**src/rtl/ctrl_pkg.sv**
```systemverilog
// Shared opcodes, ALUOp encodings and per-stage control bundle types for the 5-stage pipeline.
// Latency: none (declarations only).
// Backpressure: not applicable.
package ctrl_pkg;

  localparam logic [5:0] OP_RTYPE = 6'b000000;
  localparam logic [5:0] OP_LW    = 6'b100011;
  localparam logic [5:0] OP_SW    = 6'b101011;
  localparam logic [5:0] OP_BEQ   = 6'b000100;
  localparam logic [5:0] OP_J     = 6'b000010;
  localparam logic [5:0] OP_JAL   = 6'b000011;
  localparam logic [5:0] OP_ADDI  = 6'b001000;
  localparam logic [5:0] OP_ANDI  = 6'b001100;
  localparam logic [5:0] OP_ORI   = 6'b001101;

  localparam logic [1:0] ALU_ADD   = 2'b00;
  localparam logic [1:0] ALU_SUB   = 2'b01;
  localparam logic [1:0] ALU_FUNCT = 2'b10;
  localparam logic [1:0] ALU_LOGIC = 2'b11;

  // Full decoded bundle as produced in ID.
  typedef struct packed {
    logic       alu_src;
    logic       reg_dst;
    logic [1:0] alu_op;
    logic       branch;
    logic       jump;
    logic       jal;
    logic       mem_read;
    logic       mem_write;
    logic       reg_write;
    logic       mem_to_reg;
    logic       illegal;
  } ctrl_bundle_t;

  localparam ctrl_bundle_t CTRL_NOP = '0;

  // Controls still needed once the instruction has left EX.
  typedef struct packed {
    logic mem_read;
    logic mem_write;
    logic reg_write;
    logic mem_to_reg;
    logic jal;
  } ctl_mem_t;

  // Controls still needed once the instruction has left MEM.
  typedef struct packed {
    logic reg_write;
    logic mem_to_reg;
    logic jal;
  } ctl_wb_t;

  // ID/EX contents; the jump bit is consumed in ID and not carried on.
  typedef struct packed {
    logic       alu_src;
    logic       reg_dst;
    logic [1:0] alu_op;
    logic       branch;
    logic       illegal;
    ctl_mem_t   m;
  } ctl_ex_t;

  // Opcodes whose rt field is a source operand (and so can cause a load-use hazard).
  function automatic logic reads_rt(input logic [5:0] op);
    return (op == OP_RTYPE) || (op == OP_BEQ) || (op == OP_SW);
  endfunction

endpackage

```
**src/rtl/ctrl_decode.sv**
```systemverilog
// Main decoder: opcode + valid -> control bundle, unsupported opcodes give a NOP with illegal set.
// Latency: purely combinational.
// Backpressure: none.
module ctrl_decode
  import ctrl_pkg::*;
#(
  parameter int OP_W         = 6,
  parameter int EN_LOGIC_IMM = 1
) (
  input  logic            valid_i,
  input  logic [OP_W-1:0] op_i,
  output ctrl_bundle_t    ctrl_o
);

  logic [5:0] op6;
  assign op6 = 6'(op_i);

  // Truth table; every field defaults to 0 so no control can linger.
  always_comb begin
    ctrl_o = CTRL_NOP;
    if (valid_i) begin
      case (op6)
        OP_RTYPE: begin
          ctrl_o.reg_dst   = 1'b1;
          ctrl_o.reg_write = 1'b1;
          ctrl_o.alu_op    = ALU_FUNCT;
        end
        OP_LW: begin
          ctrl_o.alu_src    = 1'b1;
          ctrl_o.mem_read   = 1'b1;
          ctrl_o.mem_to_reg = 1'b1;
          ctrl_o.reg_write  = 1'b1;
          ctrl_o.alu_op     = ALU_ADD;
        end
        OP_SW: begin
          ctrl_o.alu_src   = 1'b1;
          ctrl_o.mem_write = 1'b1;
          ctrl_o.alu_op    = ALU_ADD;
        end
        OP_BEQ: begin
          ctrl_o.branch = 1'b1;
          ctrl_o.alu_op = ALU_SUB;
        end
        OP_J: begin
          ctrl_o.jump = 1'b1;
        end
        OP_JAL: begin
          ctrl_o.jump      = 1'b1;
          ctrl_o.jal       = 1'b1;
          ctrl_o.reg_write = 1'b1;
        end
        OP_ADDI: begin
          ctrl_o.alu_src   = 1'b1;
          ctrl_o.reg_write = 1'b1;
          ctrl_o.alu_op    = ALU_ADD;
        end
        OP_ANDI, OP_ORI: begin
          if (EN_LOGIC_IMM != 0) begin
            ctrl_o.alu_src   = 1'b1;
            ctrl_o.reg_write = 1'b1;
            ctrl_o.alu_op    = ALU_LOGIC;
          end else begin
            ctrl_o.illegal = 1'b1;
          end
        end
        default: ctrl_o.illegal = 1'b1;
      endcase
    end
  end

endmodule

```
**src/rtl/pipe_ctrl_unit.sv**
```systemverilog
// Pipeline control: ID decode, ID/EX-EX/MEM-MEM/WB control registers, load-use stall, branch/jump redirect.
// Latency: ex_* 1 cycle after ID, mem_* 2, wb_* 3; PC/IF-ID controls combinational.
// Backpressure: load-use holds PC and IF/ID for one cycle and injects a bubble into ID/EX.
module pipe_ctrl_unit
  import ctrl_pkg::*;
#(
  parameter int OP_W         = 6,
  parameter int REG_W        = 5,
  parameter int CNT_W        = 16,
  parameter int EN_LOGIC_IMM = 1
) (
  input  logic             clk,
  input  logic             reset,
  input  logic             id_valid,
  input  logic [OP_W-1:0]  id_op,
  input  logic [REG_W-1:0] id_rs,
  input  logic [REG_W-1:0] id_rt,
  input  logic             ex_zero,
  output logic             pc_write,
  output logic             ifid_write,
  output logic             ifid_flush,
  output logic             pc_src_branch,
  output logic             pc_src_jump,
  output logic             ex_alu_src,
  output logic             ex_reg_dst,
  output logic [1:0]       ex_alu_op,
  output logic             ex_branch,
  output logic             ex_illegal,
  output logic             mem_read,
  output logic             mem_write,
  output logic             wb_reg_write,
  output logic             wb_mem_to_reg,
  output logic             wb_jal,
  output logic [CNT_W-1:0] stall_count
);

  ctrl_bundle_t     id_ctrl;
  ctl_ex_t          idex_d, idex_q;
  ctl_mem_t         exmem_q;
  ctl_wb_t          memwb_q;
  logic [REG_W-1:0] ex_rt_d, ex_rt_q;
  logic [CNT_W-1:0] stall_count_d, stall_count_q;

  logic branch_taken;
  logic load_use;
  logic stall;
  logic jump_go;
  logic bubble;

  ctrl_decode #(
    .OP_W        (OP_W),
    .EN_LOGIC_IMM(EN_LOGIC_IMM)
  ) u_decode (
    .valid_i(id_valid),
    .op_i   (id_op),
    .ctrl_o (id_ctrl)
  );

  // Hazard detection and redirect priority: branch taken > load-use stall > jump.
  always_comb begin
    branch_taken = idex_q.branch & ex_zero;
    load_use     = idex_q.m.mem_read & (ex_rt_q != '0) & id_valid &
                   ((ex_rt_q == id_rs) | ((ex_rt_q == id_rt) & reads_rt(6'(id_op))));
    stall        = load_use & ~branch_taken;
    jump_go      = id_ctrl.jump & ~branch_taken & ~stall;
    bubble       = branch_taken | stall;

    pc_write      = ~stall;
    ifid_write    = ~stall;
    ifid_flush    = branch_taken | jump_go;
    pc_src_branch = branch_taken;
    pc_src_jump   = jump_go;
  end

  // Next ID/EX contents: decoded bundle, or an all-zero bubble on stall/taken branch.
  always_comb begin
    idex_d              = '0;
    ex_rt_d             = '0;
    stall_count_d       = stall_count_q;
    if (!bubble) begin
      idex_d.alu_src      = id_ctrl.alu_src;
      idex_d.reg_dst      = id_ctrl.reg_dst;
      idex_d.alu_op       = id_ctrl.alu_op;
      idex_d.branch       = id_ctrl.branch;
      idex_d.illegal      = id_ctrl.illegal;
      idex_d.m.mem_read   = id_ctrl.mem_read;
      idex_d.m.mem_write  = id_ctrl.mem_write;
      idex_d.m.reg_write  = id_ctrl.reg_write;
      idex_d.m.mem_to_reg = id_ctrl.mem_to_reg;
      idex_d.m.jal        = id_ctrl.jal;
      ex_rt_d             = id_rt;
    end
    if (stall && (stall_count_q != '1)) begin
      stall_count_d = stall_count_q + CNT_W'(1);
    end
  end

  // Stage registers and stall counter; reset flushes every in-flight control.
  always_ff @(posedge clk) begin
    if (reset) begin
      idex_q        <= '0;
      ex_rt_q       <= '0;
      exmem_q       <= '0;
      memwb_q       <= '0;
      stall_count_q <= '0;
    end else begin
      idex_q             <= idex_d;
      ex_rt_q            <= ex_rt_d;
      exmem_q            <= idex_q.m;
      memwb_q.reg_write  <= exmem_q.reg_write;
      memwb_q.mem_to_reg <= exmem_q.mem_to_reg;
      memwb_q.jal        <= exmem_q.jal;
      stall_count_q      <= stall_count_d;
    end
  end

  assign ex_alu_src    = idex_q.alu_src;
  assign ex_reg_dst    = idex_q.reg_dst;
  assign ex_alu_op     = idex_q.alu_op;
  assign ex_branch     = idex_q.branch;
  assign ex_illegal    = idex_q.illegal;
  assign mem_read      = exmem_q.mem_read;
  assign mem_write     = exmem_q.mem_write;
  assign wb_reg_write  = memwb_q.reg_write;
  assign wb_mem_to_reg = memwb_q.mem_to_reg;
  assign wb_jal        = memwb_q.jal;
  assign stall_count   = stall_count_q;

endmodule

```
**config.mk**
```make
export PLATFORM = sky130hd
export DESIGN_NAME = pipe_ctrl_unit
export DESIGN_NICKNAME = d
export VERILOG_FILES = /design/src/rtl/ctrl_pkg.sv /design/src/rtl/ctrl_decode.sv /design/src/rtl/pipe_ctrl_unit.sv
export SDC_FILE = /design/constraint.sdc
export NUM_CORES = 1
export LEC_CHECK = 0
export CORE_ASPECT_RATIO = 1.25
export CORE_MARGIN = 2
export CORE_UTILIZATION = 45
export CTS_BUF_LIST = sky130_fd_sc_hd__clkbuf_2 sky130_fd_sc_hd__clkbuf_4 sky130_fd_sc_hd__clkbuf_8
export CTS_CLUSTER_SIZE = 25
export DETAILED_ROUTE_END_ITERATION = 16
export PLACE_DENSITY = 0.76
export SLEW_MARGIN = 10
export SYNTH_ARGS = -nofsm -noshare
export SYNTH_HDL_FRONTEND = slang
export SYNTH_SLANG_ARGS = --single-unit
export TNS_END_PERCENT = 30
```
**constraint.sdc**
```tcl
create_clock -name clk -period 2.5 [get_ports clk]
set_clock_uncertainty 0.1 [all_clocks]
set_input_delay 0.5 -clock clk [delete_from_list [all_inputs] [get_ports clk]]
set_output_delay 0.5 -clock clk [all_outputs]
set_load 0.01 [all_outputs]
```
# After elaboration in Yosys (flattened, before gate mapping)
# Index checks and enable logic that the tools add are counted.
[word_totals]
reg_bits = 38
latchBits = 0
mem_bits_rw = 0
rom_bits = 0
in_bits = 20
out_inout_bits = 32
word_cells = 67
n_memories = 0
[op_classes]
n_addsub = 1
multipliers = 0
div_mod_pow = 0
order_cmp = 0
eq_ne = 11
shift = 0
muxes = 11
n_bitwise = 14
reduce_logical = 12
[op_table]
columns = ["operator", "n"]
rows = [
  ["$eq 6x4->1 const B", 3],
  ["$add 16x1->16 const B", 1],
  ["$ne 16x16->1 const B", 1],
  ["$eq 6x2->1 const B", 2],
  ["$eq 6x6->1 const B", 2],
  ["$eq 5x5->1", 2],
  ["$mux 1", 9],
  ["$reduce_or 9->1", 1],
  ["$and 1x1->1", 8],
  ["$mux 7", 1],
  ["$eq 6x3->1 const B", 1],
  ["$logic_not 6->1", 1],
  ["$pmux 2 s3", 1],
  ["$reduce_or 2->1", 3],
  ["$reduce_or 6->1", 1],
  ["$reduce_bool 5->1", 1],
  ["$reduce_or 5->1", 1],
  ["$not 1->1", 3],
  ["$or 1x1->1", 3],
  ["$reduce_or 3->1", 1],
  ["$logic_or 1x1->1", 2],
  ["$logic_and 1x1->1", 1],
]

# Longest topological paths before layout
# Gate-level depths: netlist of the first run.
[depth]
ltp_word = 10
depth_mapped = 9
depth_no_buf = 7

# Cells and area by module
# A second synthesis of the first run with hierarchy kept.
[unflattened]
cells_unflattened = 220
hier_area_um2 = 1934.4
[modules_own_cells]
columns = ["module", "n_inst", "cells_per_inst", "area_per_inst_um2", "seq_area_each_um2"]
rows = [
  ["pipe_ctrl_unit", 1, 182, 1689.1, 800.8],
  ["ctrl_decode", 1, 38, 245.2, 0.0],
]

# Least setup slack after synthesis of the first run
# OpenSTA, ideal clock, no wires.
[synth_path]
path_type = "input to register"
start = "in id_rt[3]"
end = "reg stall_count_q[8] (netlist: stall_count[8])"
setup_time_ps = 121
t_arrival_ps = 2005
t_required_ps = 2279
path_slack_ps = 274
path_stages = 7
path_buffers = 1
path_cell_list = "xor2_1 nor4_2 nand4_2 and2_1 buf_6 nor4_1 mux2_2"
[synth_via]
elab_chain_len = 6
[synth_lines]
columns = ["item", "line_no", "text"]
rows = [
  ["start, declared", "pipe_ctrl_unit.sv:17", "input logic [REG_W-1:0] id_rt,"],
  ["$eq 5x5->1", "pipe_ctrl_unit.sv:63", "((ex_rt_q == id_rs) | ((ex_rt_q == id_rt) & reads_rt(6'(id_op))));"],
  ["$and 1x1->1", "pipe_ctrl_unit.sv:63", ""],
  ["$or 1x1->1", "pipe_ctrl_unit.sv:63", ""],
  ["$and 1x1->1", "pipe_ctrl_unit.sv:62", "load_use = idex_q.m.mem_read & (ex_rt_q != '0) & id_valid &"],
  ["$and 1x1->1", "pipe_ctrl_unit.sv:64", "stall = load_use & ~branch_taken;"],
  ["$logic_and 1x1->1", "pipe_ctrl_unit.sv:93", "if (stall && (stall_count_q != '1)) begin"],
  ["end signal, assigned", "pipe_ctrl_unit.sv:113", "stall_count_q <= stall_count_d;"],
  ["end, declared", "pipe_ctrl_unit.sv:42", "logic [CNT_W-1:0] stall_count_d, stall_count_q;"],
]
# Every way passes these cells.
# A chain may end at the register's enable or synchronous reset.

# Worst setup path in the final report of the first run
[layout_path]
start = "reg ex_rt_q[0]"
end = "out pc_src_jump"
[layout_via]
elab_chain_len = 7
elab_cells_between_ends = 11
cone_classes = "eq/ne (2); bitwise (8); reduce/logical (1)"
[layout_lines]
columns = ["item", "line_no", "text"]
rows = [
  ["start, declared", "pipe_ctrl_unit.sv:41", "logic [REG_W-1:0] ex_rt_d, ex_rt_q;"],
  ["start signal, assigned", "pipe_ctrl_unit.sv:108", "ex_rt_q <= ex_rt_d;"],
  ["$eq 5x5->1 or $reduce_bool 5->1 (tied branches)", "pipe_ctrl_unit.sv:63, pipe_ctrl_unit.sv:62", ""],
  ["$and 1x1->1 (on tied branches)", "pipe_ctrl_unit.sv:63, pipe_ctrl_unit.sv:62", ""],
  ["$or 1x1->1 or $and 1x1->1 (tied branches)", "pipe_ctrl_unit.sv:63, pipe_ctrl_unit.sv:62", ""],
  ["$and 1x1->1 *", "pipe_ctrl_unit.sv:62", ""],
  ["$and 1x1->1 *", "pipe_ctrl_unit.sv:64", ""],
  ["$not 1->1 *", "pipe_ctrl_unit.sv:65", "jump_go = id_ctrl.jump & ~branch_taken & ~stall;"],
  ["$and 1x1->1 *", "pipe_ctrl_unit.sv:65", ""],
  ["end, declared", "pipe_ctrl_unit.sv:23", "output logic pc_src_jump,"],
]
# Mark *: on every way between the ends. The rest lies on a longest branch, timed or not.

==> results of run 1 <==
## layout by cell type (no fill, tap or decap), drive strengths merged, types with 2 or more instances in the layout
cell type,instances
inv,11
mux2,8
a31oi,2
nor3,10
nand3,6
o31ai,4
nor4,8
nor2,28
dlymetal6s2s,7
clkdlybuf4s50,39
nand2,13
buf,34
nand4,7
nor2b,14
or3,4
nand2b,3
or4,3
xor2,8
o21ai,5
and3,2
xnor2,2
and2,2
clkbuf,6
dfxtp,38
nand4b,2
a21oi,7
## worst paths after layout
path,endpoint,cells after the start,from
max,pc_src_jump,6,ex_rt_q[0]
min,exmem_q[2],1,idex_q[2]
max reg2reg,ex_branch,9,ex_rt_q[0]
min reg2reg,exmem_q[2],1,idex_q[2]
## worst max-delay path, delay by kind of cell (launching register included)
family / cells / cell delay, ns
AOI/OAI and AO/OA: 1 / 0.36
buffers and inverters: 1 / 0.15
DFF: 1 / 0.32
and+or+nand+nor: 4 / 0.74
## per-layer routing
metal / GRT usage, % / wire (µm) / vias to the layer above
li1: - / - / 898
met1: 22.8 / 1730 / 861
met2: 33.5 / 2390 / 58
met3: 5.60 / 244 / 8
met4: 5.32 / 59 / 0
met5: 0 / 0 / -
## final cells by class
cell class | count | area [µm²]
fill | 336 | 1310
inverter | 11 | 41.3
sequential | 38 | 761
multi-input combinational | 153 | 1050
tap | 56 | 70.1
clock buffer | 6 | 82.6
clock inverter | 2 | 12.5
timing repair buffer | 81 | 733
## power by group
group	switching [mW]	internal [mW]	total (mW)
sequential	0.00422	0.611	0.616
combinational	0.0661	0.0701	0.136
clock	0.215	0.222	0.436
total	0.285	0.903	1.19
## repair_timing
action / CTS / global route
setup buffers: 1 / 1
gates resized for setup: 21 / 16
gates cloned: 0 / 1
pin swaps: 5 / 8
setup endpoints to repair: 10 / 24
## kinds of logic after synthesis
logic type	share of synthesized area, %
and+or+nand+nor	33.0
DFF	40.1
muxes	5.28
xor gates and xnor gates	4.62
adders and majority gates	0.660
buffers and inverters	6.93
AOI/OAI and AO/OA	9.37
==> results_dict.tcl, run 1 <==
set metrics [dict create \
    status "completed" \
    clk_path_buf_depth 2 \
    grtUsageTotal_pct 19.6 \
    dieWidth_um 62.1 \
    syn-instance-count 215 \
    hold_path_class "reg2reg" \
    clk_latency_ns 0.28 \
    setup_violations 0 \
    dpl.hpwl_um 3300 \
    design_area_mm2 0.00276 \
    placed_area_mm2 0.00259 \
    die_area_mm2 0.00475 \
    ir_worst_vdd_mv 0.298 \
    ys_top_cells_by_area "dfxtp_1, nor2_1, mux2_2" \
    wire_per_inst_um 12.8 \
    rsz0062_at_grt "true" \
    synth-edff-count 0 \
    cts_tree "built" \
    hold_buffers 0 \
    crit_slowest_cell "or3_1" \
    syn_to_final_growth_pct 45.3 \
    finish.utilization_pct 67.8 \
    synth-seq-area-share_pct 40.1 \
    first_pass_iters 4 \
    final_period_minus_worst_setup_slack_ns 2.46 \
    vias 1825 \
    p_total_mw 1.19 \
    fin_crit_sh_pct 98.4 \
    wirelength_um 4430 \
    antenna_found_initial 0 \
    ant_nets 0 \
    synth-main-ff-cell "dfxtp_1" \
    critPathRequiredTime_ns 1.90 \
    drv_slew 0 \
    clk_pin_slew_worst_paths_ns 0.08 \
    leakage_nw 1.12 \
    grt_pass1_wl_um 7300 \
    fin_setup_tns_ns 0 \
    tightest_slew_ns 0.334 \
    max_cap_viol_count 0 \
    ys_warn_count 0 \
    syn_nets 236 \
    arrival_ns 1.86 \
    fmax_ghz 0.407 \
    cts_num_sinks 38 \
    portBuffers 51 \
    pre_cts_ws_ns -0.523 \
    ys_top_cells_by_count "dfxtp_1, nor2_1, nor2b_1" \
    grt_pass1_vias 1763 \
    cpPeakStageDelay_ns 0.36 \
    ctsRootBufferMaster "clkbuf_8" \
    antenna_cells 0 \
    num_rows 26 \
    whs_ns 0.339 \
    drive_gt1_share_pct 24.4 \
    grt_overflow 0 \
    cts_made_buffers 5 \
    slew_headroom_pct 77.5 \
    yosysTopAreaCell "dfxtp_1" \
    syn_area_mm2 0.00190 \
    start_util_pct 46.6 \
    ff2ff_setup_slack_ns 0.11 \
    htree_levels 2 \
    drcViolationCount 0 \
    synth.distinct_cells 45 \
    fin_cells 347 \
    syn_avg_cell_area_um2 8.82 \
    hold_violations 0 \
    placedCellCount 336 \
    die_h_um 76.6 \
    ys_ff_latch 38 \
    via_per_inst 5.26 \
    power_density_mw_per_mm2 431 \
    nets 311 \
    synth_top_area_share_pct 40.1 \
    crit_fanout 4 \
    drt-initial-drc-count 79 \
    cp-start-kind "flop" \
    core_mm2 0.00407 \
    end_kind "output pin" \
    gp_congestion 0.780 \
    crit_chain "or3_1, o311a_1, nand4_2, nand2_4, nor3_2, buf_2" \
    largest_reg_flops 16 \
    ioPinCount 52 \
    synth-async-reset-ratio_pct 0 \
    grt_max_degree 33 \
    setup_slack_ns 0.0401 \
    yosysMostFrequentCell "dfxtp_1" \
    worstSetupPathType "reg2out" \
]
No activity file was read; power rests on OpenSTA's default activity.
==> inputs of run 2 (changes only) <==
- CORE_MARGIN: 2 -> default
==> run 2 against run 1 <==
Flip-flop and latch count unchanged. Critical path depth is 3 higher. Total power rose by 16%. Setup slack got worse by 0.014 ns. Die area down 5.8%. Global-route usage up 1.8 points. Worst hold slack improved by 0.00065 ns. Wire length increased by 1.6%. Core utilization increased by 1.6 points. Sequential power about the same. Clock power up 45%. Sequential share of layout area is 0.60 points lower.
==> results_dict.tcl, run 2 (synthesis gave the netlist of run 1 again) <==
set metrics [dict create \
    clk_latency_ns 0.29 \
    grt_overflow 0 \
    setup_violations 0 \
    grt_pass1_wl_um 7190 \
    reg2reg_depth 9 \
    cp-start-kind "flop" \
    critical-path-top-delay-family "simple AND/OR/NAND/NOR gates" \
    die_h_um 74.6 \
    core_mm2 0.00407 \
    worstSetupStartpoint "ex_rt_q[1]" \
    final_cell_mix "clkdlybuf4s50_1, dfxtp_1, buf_4" \
    fmax_ghz 0.404 \
    power_frac_clock_pct 45.7 \
    num_rows 26 \
    nets 310 \
    leakage_nw 1.13 \
    ir_worst_vdd_mv 0.522 \
    final-seq-area_um2 762 \
    hold_path_class "reg2reg" \
    crit_buf_inv 3 \
    vias 1799 \
    multiInputGateArea_mm2 0.00109 \
    crit_fanout 12 \
    rsz0062_at_grt "true" \
    drv_slew 0 \
    cts_made_buffers 5 \
    intPower_mw 1.08 \
    drive_gt1_share_pct 25.9 \
    drcViolationCount 0 \
    critical_path_depth 9 \
    fin_crit_sh_pct 99.0 \
    crit_chain "buf_4, xor2_1, nor4_2, nand4_4, buf_4, and2_4, buf_4, or4_1, a21oi_1" \
    p_sw_uw 302 \
    dieWidth_um 60.1 \
    hold_violations 0 \
    grt_max_degree 33 \
    antenna_found_initial 0 \
    wirelength_um 4500 \
    die_area_mm2 0.00448 \
    reg2reg_to "stall_count[2]" \
    critPathRequiredTime_ns 2.63 \
    cts_tree "built" \
    clk_pin_slew_worst_paths_ns 0.08 \
    placedCellCount 336 \
    status "completed" \
    tightest_slew_ns 0.405 \
    switching_share_pct 21.9 \
    largest_reg_flops 16 \
    ff2ff_setup_slack_ns 0.03 \
    grt_pass1_vias 1694 \
    finish.utilization_pct 69.4 \
    gp_congestion 0.827 \
    htree_levels 2 \
    grtUsageTotal_pct 21.3 \
    fin_cells 346 \
    hold_buffers 0 \
    final_common_cell "clkdlybuf4s50_1" \
    wire_per_inst_um 13.0 \
    p_total_mw 1.38 \
    drt-initial-drc-count 74 \
    end_kind "flop" \
    cts_num_sinks 38 \
    power_density_mw_per_mm2 490 \
    clk_path_buf_depth 2 \
    antenna_cells 0 \
    dpl.hpwl_um 3210 \
    syn_to_final_growth_pct 48.8 \
    slew_headroom_pct 72.9 \
    cp_common_cell "buf_4" \
    worstSetupPathType "reg2reg" \
    pwr-share-seq_pct 44.6 \
    crit_slowest_cell "or4_1" \
    via_per_inst 5.20 \
    start_util_pct 46.6 \
    ioPinCount 52 \
    final_period_minus_worst_setup_slack_ns 2.47 \
    cpPeakStageDelay_ns 0.46 \
    portBuffers 51 \
    first_pass_iters 4 \
    fillers 318 \
    arrival_ns 2.60 \
    ant_nets 0 \
    regToRegStartpoint "ex_rt_q[1]" \
    design_area_mm2 0.00282 \
    p_comb_share_pct 9.7 \
    ctsRootBufferMaster "clkbuf_8" \
    critical_path.endpoint "stall_count[2]" \
    placed_area_mm2 0.00259 \
    max_cap_viol_count 0 \
]
-- run 2: changes by cell type in the layout (fill, tap and decap cells not counted), sizes merged --
cell          previous run  this run
clkbuf                   6         5
buf                     34        33
clkinvlp                 1         0
dlymetal6s2s             7         6
dlygate4sd2              1         2
bufinv                   0         2
-- run 2: worst min-delay path by stage --
stage                          from         end  slack (ns)  depth (start not counted)
final                     idex_q[2]  exmem_q[2]        0.34                          1
after global routing      idex_q[3]   mem_write        0.36                          1
after CTS                 idex_q[2]  exmem_q[2]        0.34                          1
after detailed placement  idex_q[2]  exmem_q[2]        0.32                          1
after global placement    idex_q[2]  exmem_q[2]        0.32                          1
after floorplan           idex_q[0]  exmem_q[0]        0.31                          1
-- run 2: final cells by class --
type	count	area share, %
multi-input combinational	153	38.5
inverter	11	1.46
clock inverter	3	2.44
clock buffer	5	2.44
sequential	38	27.0
timing repair buffer	80	25.7
tap	56	2.48
-- run 2: layer usage --
layer / vias up / part of all wire, % / global-route usage [%]
li1: 894 / - / -
met2: 51 / 53 / 37.8
met5: - / 0 / 0
met3: 7 / 4.5 / 5.22
met4: 0 / 1.6 / 9.56
met1: 847 / 41 / 23.8
-- run 2: power by group through the flow --
stage	clock [mW]	combinational (mW)	sequential, mW
after detailed placement	0	0.127	0.629
after global placement	0	0.125	0.629
after CTS	0.638	0.128	0.615
final	0.631	0.134	0.616
after floorplan	0	0.0581	0.631
after global routing	0.670	0.147	0.617
-- run 2: worst register-to-register path, delay by kind of cell, from the launching register on --
| family | cells | cell delay [ns] |
|---|---|---|
| XOR/XNOR | 1 | 0.16 |
| buffers and inverters | 3 | 0.44 |
| AO/OA/AOI/OAI | 1 | 0.14 |
| flip-flops | 1 | 0.32 |
| AND/OR/NAND/NOR | 4 | 1.25 |
-- run 2: what timing repair did --
| item | CTS | global route |
|---|---|---|
| pin swaps | 6 | 8 |
| setup endpoints to repair | 10 | 18 |
| buffers inserted | 1 | 1 |
| resized for setup | 24 | 19 |
| endpoints found under the hold margin | 0 | 0 |
-- run 2: per-stage QoR --
step / setup WS (ns) / hold WS [ns] / TNS [ns]
CTS: 0.00965 / 0.339 / 0
detailed placement: -0.491 / 0.325 / -8.01
global placement: -0.438 / 0.320 / -7.22
global route: -0.0576 / 0.359 / -0.187
floorplan: 0.274 / 0.314 / 0
finish: 0.0260 / 0.340 / 0
